$ cat src/rtl/sfp_acc_pkg.sv
// Shared parameters and state encoding for the SFP accumulator.
// This package is imported by the top and by the lane adder.
package sfp_acc_pkg;

  localparam int COL     = 8;
  localparam int PSUM_BW = 16;
  localparam int LEN_KIJ = 9;

  localparam int          CNT_W   = 4;
  localparam logic [CNT_W-1:0] CNT_MAX = '1;

  localparam logic [1:0] ST_IDLE  = 2'd0;
  localparam logic [1:0] ST_ACCUM = 2'd1;
  localparam logic [1:0] ST_DONE  = 2'd2;

endpackage

$ cat src/rtl/sat_add_lane.sv
// One-lane signed saturating adder.
// The overflow flag reports whether the sum was clamped.
module sat_add_lane
  import sfp_acc_pkg::*;
#(
  parameter int psum_bw = PSUM_BW
) (
  input  logic signed [psum_bw-1:0] a,
  input  logic signed [psum_bw-1:0] b,
  output logic signed [psum_bw-1:0] sum,
  output logic                      ovf
);

  logic signed [psum_bw:0] full;

  always_comb begin
    full = {a[psum_bw-1], a} + {b[psum_bw-1], b};
    ovf  = full[psum_bw] != full[psum_bw-1];
    if (!ovf)
      sum = full[psum_bw-1:0];
    else if (full[psum_bw])
      sum = {1'b1, {(psum_bw-1){1'b0}}};
    else
      sum = {1'b0, {(psum_bw-1){1'b1}}};
  end

endmodule

$ cat src/rtl/sfp_acc.sv
// Per-pixel partial-sum accumulator with optional ReLU. It emits one result
// pulse per run of acc cycles and flags short or long runs and saturation.
module sfp_acc
  import sfp_acc_pkg::*;
#(
  parameter int col     = COL,
  parameter int psum_bw = PSUM_BW,
  parameter int len_kij = LEN_KIJ
) (
  input  logic                     clk,
  input  logic                     reset,
  input  logic                     acc,
  input  logic                     clr,
  input  logic                     relu_en,
  input  logic [col*psum_bw-1:0]   data_in,
  output logic [col*psum_bw-1:0]   sfp_out,
  output logic                     out_valid,
  output logic                     cnt_err,
  output logic                     sat
);

  logic [1:0]             state_q;
  logic [col*psum_bw-1:0] acc_q;
  logic [col*psum_bw-1:0] sum_all;
  logic [col*psum_bw-1:0] relu_res;
  logic [col-1:0]         ovf;
  logic [CNT_W-1:0]       cnt_q;
  logic                   sat_run_q;

  for (genvar k = 0; k < col; k++) begin : g_lane
    sat_add_lane #(.psum_bw(psum_bw)) u_lane (
      .a   (acc_q[k*psum_bw +: psum_bw]),
      .b   (data_in[k*psum_bw +: psum_bw]),
      .sum (sum_all[k*psum_bw +: psum_bw]),
      .ovf (ovf[k])
    );
  end

  always_comb begin
    relu_res = acc_q;
    if (relu_en) begin
      for (int unsigned k = 0; k < col; k++) begin
        if (acc_q[k*psum_bw + psum_bw - 1])
          relu_res[k*psum_bw +: psum_bw] = '0;
      end
    end
  end

  // The running sat flag is private; the sat port only updates at completion
  // so it holds the previous pixel's status while a new pixel accumulates.
  always_ff @(posedge clk or negedge reset) begin
    if (!reset) begin
      state_q   <= ST_IDLE;
      acc_q     <= '0;
      cnt_q     <= '0;
      sat_run_q <= 1'b0;
      sfp_out   <= '0;
      out_valid <= 1'b0;
      cnt_err   <= 1'b0;
      sat       <= 1'b0;
    end else if (clr) begin
      state_q   <= ST_IDLE;
      acc_q     <= '0;
      cnt_q     <= '0;
      sat_run_q <= 1'b0;
      sfp_out   <= '0;
      out_valid <= 1'b0;
      cnt_err   <= 1'b0;
      sat       <= 1'b0;
    end else begin
      out_valid <= 1'b0;
      case (state_q)
        ST_IDLE, ST_DONE: begin
          if (acc) begin
            acc_q     <= data_in;
            cnt_q     <= CNT_W'(1);
            sat_run_q <= 1'b0;
            state_q   <= ST_ACCUM;
          end else begin
            state_q   <= ST_IDLE;
          end
        end
        ST_ACCUM: begin
          if (acc) begin
            acc_q     <= sum_all;
            sat_run_q <= sat_run_q | (|ovf);
            if (cnt_q != CNT_MAX)
              cnt_q <= cnt_q + CNT_W'(1);
          end else begin
            sfp_out   <= relu_res;
            out_valid <= 1'b1;
            cnt_err   <= (int'(cnt_q) != len_kij);
            sat       <= sat_run_q;
            state_q   <= ST_DONE;
          end
        end
        default: state_q <= ST_IDLE;
      endcase
    end
  end

endmodule

$ cat config.mk
export PLATFORM = sky130hd
export DESIGN_NAME = sfp_acc
export DESIGN_NICKNAME = d
export VERILOG_FILES = /design/src/rtl/sfp_acc_pkg.sv /design/src/rtl/sat_add_lane.sv /design/src/rtl/sfp_acc.sv
export SDC_FILE = /design/constraint.sdc
export NUM_CORES = 1
export LEC_CHECK = 0
export CAP_MARGIN = 20
export CELL_PAD_IN_SITES_DETAIL_PLACEMENT = 0
export CELL_PAD_IN_SITES_GLOBAL_PLACEMENT = 1
export CORE_ASPECT_RATIO = 0.6
export CORE_UTILIZATION = 47
export CTS_CLUSTER_SIZE = 20
export DETAILED_ROUTE_END_ITERATION = 16
export GPL_ROUTABILITY_DRIVEN = 0
export HOLD_SLACK_MARGIN = 0.1
export PLACE_DENSITY_LB_ADDON = 0.3
export SETUP_SLACK_MARGIN = 0.4
export SYNTH_ARGS = -nofsm -noshare
export SYNTH_HDL_FRONTEND = slang
export SYNTH_HIERARCHICAL = 1
export SYNTH_SLANG_ARGS = --single-unit
$ cat constraint.sdc
create_clock -name clk -period 6.2 [get_ports clk]
set_input_delay 1.86 -clock clk [delete_from_list [all_inputs] [get_ports clk]]
set_output_delay 1.86 -clock clk [all_outputs]
set_load 0.1 [all_outputs]
Word level (Yosys, flattened, before mapping)
Index checks and enable logic that the tools add are counted.
- logic and storage cells: 97
- bits of input ports: 133
- output and inout bits: 131
- RAM bits: 0
- latch bits: 0
- register bits after elaboration: 266
- memories: 0
- ROM bits: 0
- reductions and logical operators: 8
- $add $sub $neg: 9
- mux-type cells: 54
- shifts and indexed selects: 0
- divide/modulo/power cells: 0
- order comparisons: 0
- bitwise logic cells: 1
- $mul: 0
- equality and inequality tests: 17
- operators by type and width (cell ; count):
    $mux 128 ; 7
    $mux 16 ; 16
    $pmux 128 s2 ; 1
    $add 16x16->17 ; 8
    $mux 15 ; 8
    $mux 4 ; 4
    $mux 1 ; 13
    $ne 3x3->1 const B ; 4
    $ne 1x1->1 ; 8
    $ne 4x4->1 const B ; 2
    $pmux 4 s2 ; 1
    $reduce_or 8->1 ; 1
    $add 4x1->4 const B ; 1
    $mux 2 ; 2
    $pmux 2 s2 ; 1
    $reduce_and 4->1 ; 1
    $reduce_and 3->1 ; 1
    $reduce_bool 3->1 ; 1
    $eq 2x1->1 const B ; 1
    $eq 2x2->1 const B ; 1
    $logic_not 2->1 ; 1
    $ne 2x1->1 const B ; 1
    $pmux 1 s2 ; 1
    $reduce_and 2->1 ; 1
    other kinds (3) ; 3

Longest topological paths before layout
Gate-level depths: netlist (run 1).
- depth after elaboration: 7
- gate-level depth with buffers: 12
- depth with buffers taken out: 11

Cells and area by module
Netlist (run 1), hierarchy kept.
- by module, submodules not included (module ; area each (um^2) ; cells an instance ; times used ; seq. area each (um^2)):
    sfp_acc ; 11936.4 ; 1156 ; 1 ; 6656.4
    sat_add_lane at g_lane[0].u_lane ... ; 1041.0 ; 126 ; 5 ; 0.0
    sat_add_lane at g_lane[5].u_lane ... ; 948.4 ; 119 ; 2 ; 0.0
    sat_add_lane at g_lane[7].u_lane ; 1018.5 ; 139 ; 1 ; 0.0

Worst setup path before layout (run 1)
OpenSTA, ideal clock, no wires.
- path type: input to register
- start: in data_in[16]
- end: reg sat_run_q
- cell stages on the path: 12
- slack: 1790 ps
- buffers on the path: 1
- arrival: 4284 ps
- cells stage by stage: ha_1 -> fa_1 -> a21o_2 -> a221oi_4 -> o21ai_2 -> nand2b_2 -> a41oi_4 -> buf_6 -> xnor2_1 -> nor4_1 -> a2bb2oi_1 -> o2bb2a_1
- longest elaborated chain between the ends: 7
- RTL lines (element ; line ; text):
    from (decl) ; sfp_acc.sv:15 ; input logic [col*psum_bw-1:0] data_in,
    $add 16x16->17 ; sat_add_lane.sv:17 ; full = {a[psum_bw-1], a} + {b[psum_bw-1], b};
    $ne 1x1->1 ; sat_add_lane.sv:18 ; ovf = full[psum_bw] != full[psum_bw-1];
    named net ovf[1] ; sfp_acc.sv:26 ; logic [col-1:0] ovf;
    $reduce_or 8->1 ; sfp_acc.sv:86 ; sat_run_q <= sat_run_q | (|ovf);
    $or 1x1->1 ; sfp_acc.sv:86 ;
    $mux 1 ; sfp_acc.sv:84 ; if (acc) begin
    $pmux 1 s2 ; sfp_acc.sv:72 ; case (state_q)
    $mux 1 ; sfp_acc.sv:61 ; end else if (clr) begin
    to (signal assigned) ; sfp_acc.sv:86 ;
    to (decl) ; sfp_acc.sv:28 ; logic sat_run_q;
The timed path passes the listed nets, and every way through them passes these cells. The select of a mux whose other input is x is not followed.
A chain may end at the register's enable or synchronous reset.

Final worst setup path (run 1)
- start: in data_in[104]
- end: reg sat_run_q
The elaborated chain is that of the path after synthesis.

==> out/results.ini, run 1 <==
[power_and_ir_drop]
peakVddDrop_uv = 146
power_mw = 6.93
power_density_mw_per_mm2 = 290
leakagePower_nw = 9.78

[timing]
fin_crit_sh = 0.800
fin_worst_skew_ns = 0.0161
grt_setup_unrepaired = no
slew_headroom = 0.224
timing.hold.ws_ns = 0.500
setup_viol = 0
tightest_slew_ns = 1.16
worst_slack_ns = 1.24
clock.fmax_mhz = 202
tns_ns = 0
fin_crit_ns = 4.96
finalHoldViolCount = 0
drv_slew = 0

[detailed_routing]
ant_nets = 0
dr.pass1.iters = 5
drcViolationCount = 0
wl_per_cell_um = 20.4
drt_iter0_drc = 1264
routed_wl_um = 59800
via_per_inst = 5.99
vias = 17500

[global_routing]
grtUsageTotal = 0.274
grt-ovfl-total = 0
grt_max_degree = 103
grt_pass1_wl_um = 96200
antenna_found_initial = 2
grt_pass1_vias = 17000

[logic_synthesis]
synthSimpleGateAreaFrac = 0.182
syn-num-nets = 2434
synth_warnings = 6
ys.flop_type = dfrtp_1
yosysMostFrequentCell = nand2_1
syn-cell-area_mm2 = 0.0201
synth_seq_cells = 266
synth_top_family_by_area = compound AO/OA/AOI/OAI gates
syn_inst = 2163
ys_seq_area_frac = 0.332
yosys.area.top_type = dfrtp_1
ys_types = 79
post_synth.cell_area_avg_um2 = 9.27
synth-async-reset-ratio = 1.00
synth_edf_count = 0
synth_top_area_share = 0.332
synthTopCellsByCount = nand2_1 (267), dfrtp_1 (266), nor3_1 (139)
synth_compound_area_frac = 0.212
netlist_top_cells_area = dfrtp_1 (33%), ha_1 (8.1%), maj3_1 (5.2%)
muxShareOfSynthArea = 0.0258
synthXorXnorAreaFrac = 0.0472
synthAdderAreaFrac = 0.144

[worst_setup_path]
critPathLaunchType = input port
crit_chain = clkdlybuf4s50_1, ha_1, a21oi_2, o21ai_2, a311oi_1, o31ai_2, xor2_2, xnor2_1, nor4_1, a2bb2oi_1, o2bb2a_1
r2r_slack_ns = 2.58
worstPathArrival_ns = 5.42
r2r_start = acc_q[104]
ff2ff_path_depth = 10
crit_slowest_cell = xor2_2
required_ns = 6.66
crit_type = in -> reg
path_max_fanout = 16
endpoint_kind = flip-flop
slowest_delay_ns = 0.68
r2r-end = sat_run_q

[min_path]
hold_end = sfp_out[10]
hold_path_depth = 1
hold_start = sfp_out[10]
hold_path_class = reg -> reg

[finish]
fill_cells = 3739
finalNetCount = 2608
area_growth_pct = 19.2
drive_gt1_frac = 0.0810
multiInputGateArea_mm2 = 0.0123
regArea_mm2 = 0.00666

[floorplanning]
rows = 58
io_pins = 264
fp.dieW_um = 269
die_area_mm2 = 0.0435
start_util = 0.478
core-area_mm2 = 0.0419
die_h_um = 162

[cts]
ctsHoldBuffers = 0
cts_resized = 0
cts-root-buf = clkbuf_16
cts_sinks = 266
clkTransAtPathRegs_ns = 0.07
cts_tree = yes
cts_setup_buffers = 0
h-tree-depth = 1
cts_made_buffers = 29
clock_path_buffers = 3
clock_latency_ns = 0.58

[run_status]
outcome = finished clean

[place]
portBuffers = 263
dp_hpwl_um = 41200
dp_slack_ns = 0.645

[flow_run]
cap_violations = 0

-- worst max-delay path: cells and delay by family --
family	cells	cell delay (ns)
adder cells (fa/ha/maj)	1	0.39
AND/OR/NAND/NOR	1	0.43
XOR/XNOR	2	0.94
AO/OA/AOI/OAI	6	1.34
buffers and inverters	1	0.44
-- cells in the final DEF (no fill, tap or decap), types with 11 or more instances in the layout --
cell type / count
a22o_1: 86
buf_4: 26
o21a_1: 16
xor2_1: 34
clkdlybuf4s50_1: 261
and3_1: 24
mux2i_1: 46
a211oi_1: 12
nand2_1: 267
nand2b_1: 13
nor3_1: 139
xnor2_1: 61
dfrtp_1: 266
and2_1: 11
maj3_1: 105
nand3b_1: 129
a21oi_1: 105
clkbuf_16: 29
a31oi_1: 136
ha_1: 130
a21o_1: 21
inv_1: 87
o21ai_0: 50
nand3_1: 34
nor2_1: 47
-- worst max path at each step --
stage | start | to | depth (start not counted)
5_1_grt | data_in[100] | sat_run_q | 11
3_5_place_dp | data_in[64] | sat_run_q | 12
2_1_floorplan | data_in[16] | sat_run_q | 12
4_1_cts | data_in[64] | sat_run_q | 12
3_3_place_gp | data_in[64] | sat_run_q | 12
6_report | data_in[104] | sat_run_q | 11
-- flip-flops by register name, indices dropped and copies added, names as in the netlist --
| name | count |
|---|---|
| out_valid | 1 |
| cnt_err | 1 |
| acc_q | 128 |
| sat_run_q | 1 |
| sat | 1 |
| state_q | 2 |
| sfp_out | 128 |
| cnt_q | 4 |
-- cells by family after synthesis --
| group | Yosys count |
|---|---|
| mux | 51 |
| xor+xnor | 102 |
| compound gates | 552 |
| fa+ha+maj | 247 |
| buf+inv | 236 |
| flops | 266 |
| simple gates | 709 |
-- power by group --
group | internal, mW | total [mW] | switching (mW)
logic | 1.14 | 2.92 | 1.79
clock network | 1.18 | 1.96 | 0.777
registers | 1.90 | 2.05 | 0.150
-- per-stage QoR --
step,std cells,util,instance area (µm²)
floorplan,2163,-,20100
global placement,2876,0.545,22900
detailed placement,2876,0.545,22900
CTS,2927,0.570,23900
global route,2929,0.570,23900
finish,2929,0.570,23900
-- cell type report --
class                           count  share of cell area
Inverter                           89              0.0140
Timing Repair Buffer              290               0.119
Tap cell                          570              0.0298
Antenna cell                        2            0.000209
Multi-Input combinational cell   1661               0.514
Sequential cell                   266               0.279
Clock buffer                       37              0.0329
Clock inverter                     14              0.0108
-- per-layer routing --
| metal | GRT usage | share of wire | up-vias |
|---|---|---|---|
| li1 | - | - | 8280 |
| met1 | 0.420 | 0.50 | 8584 |
| met2 | 0.406 | 0.42 | 584 |
| met3 | 0.0320 | 0.053 | 88 |
| met4 | 0.0656 | 0.023 | 0 |
| met5 | 0 | 0 | - |
No activity file was read; power rests on OpenSTA's default activity.
==> run 2, diff against run 1 <==
- CORE_UTILIZATION: 47 -> 39
- clock period: 6.2 -> 4.2 ns (I/O delays scaled with it)
==> run 2 against run 1 <==
Flip-flop and latch count unchanged. Non-clock buffer count increased by 91. Highest routed layer is now met5. Combinational power increased by 61%. Hold slack improved by 0.0023 ns. Setup slack got worse by 0.78 ns. Critical endpoint unchanged. Clock power increased by 42%. Die area increased by 20%. Sequential share of layout area decreased by 1.2 points. Total power increased by 52%.
==> out/results.ini, run 2 (same netlist as run 1, synthesis figures left out) <==
[finish]
final_cell_mix = nand2_1 (267), dfrtp_1 (266), clkdlybuf4s50_1 (245)
reg.largest.list = acc_q (128), sfp_out (128), cnt_q (4)
final_common_cell = nand2_1
finalNetCount = 2699  ; +3.5%
drive_gt1_frac = 0.132  ; +0.0513
instances_no_fill = 3134  ; +7.0%
area_growth_pct = 24.6

[cts]
cts_made_buffers = 29  ; unchanged
ctsHoldBuffers = 0  ; unchanged
cts_tree = yes
cts_sinks = 266  ; unchanged
h-tree-depth = 1  ; unchanged
clock_path_buffers = 3  ; unchanged
clock_latency_ns = 0.58  ; about the same
cts-root-buf = clkbuf_16
clkTransAtPathRegs_ns = 0.06  ; about the same

[worst_setup_path]
worstPathArrival_ns = 4.17  ; -1.25 ns
r2r_start = acc_q[64]
crit_type = in -> reg
r2r_slack_ns = 1.14  ; -1.44 ns
path_buf_inv = 2  ; +1
crit_chain = clkdlybuf4s50_1, ha_4, a21o_1, o2bb2ai_1, o21ba_2, or3_4, and2_1, xnor2_2, nor4_4, buf_4, a2bb2oi_1, o2bb2a_1
crit_family = compound AO/OA/AOI/OAI gates
path_max_fanout = 3  ; -13
critPathLaunchType = input port
slowest_delay_ns = 0.56  ; -0.12 ns
endpoint_kind = flip-flop
required_ns = 4.64  ; -2.02 ns
startpoint = data_in[116]
crit_slowest_cell = clkdlybuf4s50_1

[timing]
drv_slew = 0  ; unchanged
setup_viol = 0  ; unchanged
grt_setup_unrepaired = no
fin_crit_sh = 0.889
finalHoldViolCount = 0  ; unchanged
worst_slack_ns = 0.465  ; -0.776 ns
tightest_slew_ns = 1.06  ; -0.102 ns
timing.hold.ws_ns = 0.502  ; +0.00228 ns
fin_crit_ns = 3.74
clock.fmax_mhz = 268
slew_headroom = 0.289  ; +0.0655
fin_worst_skew_ns = 0.0248  ; +0.00867 ns

[floorplanning]
fp.dieW_um = 295  ; +9.7%
die_area_mm2 = 0.0524  ; +20%
io_pins = 264  ; unchanged
core-area_mm2 = 0.0501  ; +19%
start_util = 0.401  ; -0.0775
rows = 63  ; +8.6%
die_h_um = 178  ; +9.7%

[power_and_ir_drop]
peakVddDrop_uv = 286  ; +96%
power_density_mw_per_mm2 = 421  ; +45%
leakagePower_nw = 10.3  ; +5.7%
power_mw = 10.5  ; +52%

[detailed_routing]
via_per_inst = 5.67  ; -5.4%
wl_per_cell_um = 20.4  ; -0.26%
drt_iter0_drc = 1313  ; +3.9%
vias = 17800  ; +1.3%
drcViolationCount = 0  ; unchanged
routed_wl_um = 63800  ; +6.7%
ant_nets = 0  ; unchanged
dr.pass1.iters = 5  ; unchanged

[min_path]
hold_path_class = reg -> reg
hold_start = sat

[place]
placed_cells = 3078  ; +7.0%
dp_hpwl_um = 44300  ; +7.6%
portBuffers = 263  ; unchanged
dp_slack_ns = -0.438  ; -1.08 ns

[global_routing]
grtUsageTotal = 0.240  ; -0.0334
grt_pass1_vias = 17300  ; +1.7%
grt_pass1_wl_um = 101000  ; +4.5%
grt_max_degree = 135  ; +31%
grt-ovfl-total = 0  ; unchanged
antenna_found_initial = 5  ; +3

[run_status]
outcome = finished clean

[flow_run]
cap_violations = 0  ; unchanged

-- run 2: cell count changes in the layout (fill, tap and decap cells not counted), moves of 3 or more --
cell,change
ha_4,+8
ha_1,-10
a21oi_2,+5
dlymetal6s2s_1,+3
a21oi_1,-5
clkinv_2,+3
buf_12,+8
clkdlybuf4s50_1,-16
buf_4,+96
xnor2_2,+4
xnor2_1,-5
-- run 2: per-stage QoR --
| stage | TNS [ns] | util | instance area, µm² |
|---|---|---|---|
| 5_1_grt | 0 | 0.499 | 25000 |
| 4_1_cts | 0 | 0.496 | 24800 |
| 6_report | 0 | 0.499 | 25000 |
| 3_3_place_gp | -0.450 | 0.474 | 23700 |
| 3_5_place_dp | -0.438 | 0.474 | 23700 |
| 2_1_floorplan | 0 | - | 20100 |
-- run 2: path summary, 6_finish.rpt --
check | to | cells past startpoint
max in group asynchronous | state_q[0] | 2
worst max-delay path | sat_run_q | 12
worst min register to register | sat | 1
worst min-delay path | sat | 1
min in group asynchronous | sfp_out[17] | 1
worst max register to register | sat_run_q | 12
-- run 2: layer usage --
metal,vias to the layer above,routed length [µm],global-route usage
li1,8448,-,-
met1,8763,32500,0.375
met2,479,27000,0.352
met3,65,3010,0.0247
met4,2,1200,0.0530
met5,-,13,0
-- run 2: report_power, final --
group | switching, mW | leakage (nW) | internal, mW | total (mW)
Clock | 1.13 | 0.497 | 1.65 | 2.79
Combinational | 2.76 | 6.37 | 1.93 | 4.69
Sequential | 0.237 | 3.47 | 2.80 | 3.04
Total | 4.13 | 10.3 | 6.39 | 10.5
-- run 2: layout make-up --
class	instances	area, µm²
inverters	89	334
diodes	4	10.0
flip-flops and latches	266	6660
well taps	682	853
repair buffers	381	3610
fillers	4583	25100
clock buffers	39	813
multi-input cells	1661	12500
clock inverters	12	189
-- run 2: timing repair --
action,in CTS,in global routing
gates cloned,0,0
resized for setup,11,26
endpoints found under the setup margin,1,1
setup buffers,0,1
pin swaps,4,11
==> run 3, diff against run 2 <==
- CORE_UTILIZATION: 39 -> 38
- SYNTH_HIERARCHICAL: 1 -> default
==> run 3 against run 2 <==
Clock skew decreased by 0.0087 ns. Flip-flop and latch count unchanged. Critical path type unchanged. Count of clock-buffer cells in the layout increased by 7. Area after synthesis decreased by 14%.
==> out/results.ini, run 3 <==
[run_status]
outcome = finished clean

[finish]
area_growth_pct = 45.2
drive_gt1_frac = 0.239  ; +0.106
finalNetCount = 2679  ; -0.74%
final_cell_mix = buf_4 (267), dfrtp_1 (266), a21oi_1 (257)
instances_no_fill = 2997  ; -4.4%
reg.largest.list = acc_q (128), sfp_out (128), cnt_q (4)
final_common_cell = buf_4

[worst_setup_path]
worstPathArrival_ns = 4.32  ; +0.15 ns
startpoint = data_in[17]
crit_chain = clkbuf_2, ha_4, a211oi_2, nor2_1, o211ai_1, a31oi_2, o21ai_1, nand2_1, a221o_1, xor2_1, ha_1, nor2_2, a31oi_4, o21ai_4, a21oi_2, o21ai_1, o31a_1
r2r_slack_ns = 0.64  ; -0.50 ns
endpoint_kind = flip-flop
crit_path_end = acc_q[29]
slowest_delay_ns = 0.35  ; -0.21 ns
path_max_fanout = 8  ; +5
crit_type = in -> reg
required_ns = 4.66  ; +0.02 ns
cp_num_cells = 17  ; +5
critPathLaunchType = input port
crit_slowest_cell = a221o_1
cp_common_cell = o21ai_1
r2r-end = acc_q[29]
crit_family = compound AO/OA/AOI/OAI gates
path_buf_inv = 1  ; -1
ff2ff_path_depth = 15  ; +3
r2r_start = acc_q[21]

[floorplanning]
core-area_mm2 = 0.0440  ; -12%
die_area_mm2 = 0.0462  ; -12%
die_h_um = 167  ; -6.1%
start_util = 0.391  ; -0.00970
fp.dieW_um = 277  ; -6.1%
io_pins = 264  ; unchanged
rows = 59  ; -6.3%

[detailed_routing]
routed_wl_um = 59400  ; -6.8%
dr.pass1.iters = 5  ; unchanged
drt_iter0_drc = 1185  ; -9.7%
drcViolationCount = 0  ; unchanged
via_per_inst = 5.61  ; -0.98%
wl_per_cell_um = 19.8  ; -2.6%
ant_nets = 0  ; unchanged
vias = 16800  ; -5.3%

[power_and_ir_drop]
power_mw = 12.9  ; +23%
power_density_mw_per_mm2 = 517  ; +23%
leakagePower_nw = 11.3  ; +9.4%
peakVddDrop_uv = 257  ; -10%

[cts]
h-tree-depth = 1  ; unchanged
cts_tree = yes
cts_made_buffers = 30  ; +3.4%
clock_latency_ns = 0.59  ; about the same
clock_path_buffers = 3  ; unchanged
clkTransAtPathRegs_ns = 0.06  ; about the same
ctsHoldBuffers = 0  ; unchanged
cts_sinks = 266  ; unchanged
cts-root-buf = clkbuf_16

[timing]
fin_crit_sh = 0.918  ; +0.0284
finalHoldViolCount = 0  ; unchanged
worst_slack_ns = 0.345  ; -0.119 ns
drv_slew = 0  ; unchanged
clock.fmax_mhz = 259  ; -3.1%
tightest_slew_ns = 1.06  ; -0.00719 ns
setup_viol = 0  ; unchanged
tns_ns = 0  ; unchanged
fin_crit_ns = 3.85  ; +0.119 ns
timing.hold.ws_ns = 0.480  ; -0.0218 ns
grt_setup_unrepaired = yes
slew_headroom = 0.294  ; +0.00481
fin_worst_skew_ns = 0.0161  ; -0.00867 ns

[global_routing]
grt_max_degree = 90  ; -33%
grt-ovfl-total = 0  ; unchanged
grt_pass1_vias = 16700  ; -3.1%
grtUsageTotal = 0.249  ; +0.00812
grt_pass1_wl_um = 93100  ; -7.4%
antenna_found_initial = 3  ; -2

[logic_synthesis]
post_synth.cell_area_avg_um2 = 9.02  ; -2.8%
synth_seq_cells = 266  ; unchanged
yosys.area.top_type = dfrtp_1
yosysMostFrequentCell = a21oi_1
syn-num-nets = 2193  ; -9.9%
synth_warnings = 0  ; -6
netlist_top_cells_area = dfrtp_1 (39%), ha_1 (10%), a21oi_1 (7.9%)
synth_top_area_share = 0.387  ; +0.0551
synth-async-reset-ratio = 1.00  ; unchanged
synth_edf_count = 0  ; unchanged
syn_inst = 1908  ; -12%
ys_seq_area_frac = 0.387  ; +0.0551
synthTopCellsByCount = a21oi_1 (273), dfrtp_1 (266), nor2_1 (214)
ys.flop_type = dfrtp_1
syn-cell-area_mm2 = 0.0172  ; -14%
ys_types = 75  ; -5.1%

[place]
dp_slack_ns = -0.861  ; -0.423 ns
dp_hpwl_um = 40000  ; -9.7%
placed_cells = 2881  ; -6.4%
portBuffers = 263  ; unchanged

[flow_run]
cap_violations = 0  ; unchanged

[min_path]
hold_path_class = reg -> reg

[run 3: changes by cell type after synthesis, sizes merged, moves of 103 or more]
cell,before,now
nand2,267,84
o21ai,59,163
nor3,141,38
nor2,49,214
maj3,109,0
nand3b,129,9
a31oi,136,33
a21oi,121,274
[run 3: per-layer routing]
metal	routed length, µm	track usage
met1	29100	0.367
met2	26600	0.385
met3	2690	0.0352
met4	1050	0.0502
met5	15	0
[run 3: stage by stage]
step | utilization | area [µm²]
2_1_floorplan | - | 17700
5_1_grt | 0.568 | 25000
4_1_cts | 0.548 | 24100
3_3_place_gp | 0.509 | 22400
6_report | 0.568 | 25000
3_5_place_dp | 0.509 | 22400
[run 3: kinds of logic (layout without fill, tap and decap cells)]
logic type / Yosys count / in the layout / share of synthesized area
other: 0 / 2 / 0
XOR/XNOR: 89 / 89 / 0.0453
AO/OA/AOI/OAI: 776 / 778 / 0.292
buffers and inverters: 144 / 650 / 0.0322
AND/OR/NAND/NOR: 478 / 478 / 0.128
multiplexers: 3 / 3 / 0.00175
adder cells (fa/ha/maj): 152 / 152 / 0.114
flip-flops: 266 / 266 / 0.387
[run 3: how the worst min path moves through the flow]
stage / from / to / depth (start not counted)
2_1_floorplan: state_q[0] / cnt_q[0] / 1
3_5_place_dp: state_q[0] / cnt_q[0] / 1
5_1_grt: state_q[0] / cnt_q[0] / 1
4_1_cts: state_q[0] / cnt_q[0] / 1
6_report: state_q[0] / cnt_q[0] / 1
3_3_place_gp: state_q[0] / cnt_q[0] / 1
[run 3: cell type report]
type	instances	area [µm²]
fill	3812	19000
multi-input combinational	1500	11500
sequential	266	6660
timing repair buffer	546	4910
clock buffer	46	922
tap	579	724
inverter	50	188
clock inverter	8	73.8
antenna	2	5.00
[run 3: where the power goes]
group / switching, mW / total (mW) / internal, mW
combinational: 3.78 / 6.92 / 3.14
clock: 1.14 / 2.70 / 1.56
sequential: 0.384 / 3.30 / 2.91
[run 3: repair_timing]
action | 4_1_cts | 5_1_grt
endpoints found under the setup margin | 106 | 106
resized for setup | 124 | 171
cloned | 3 | 0
buffers inserted | 35 | 22
pin swaps | 82 | 99
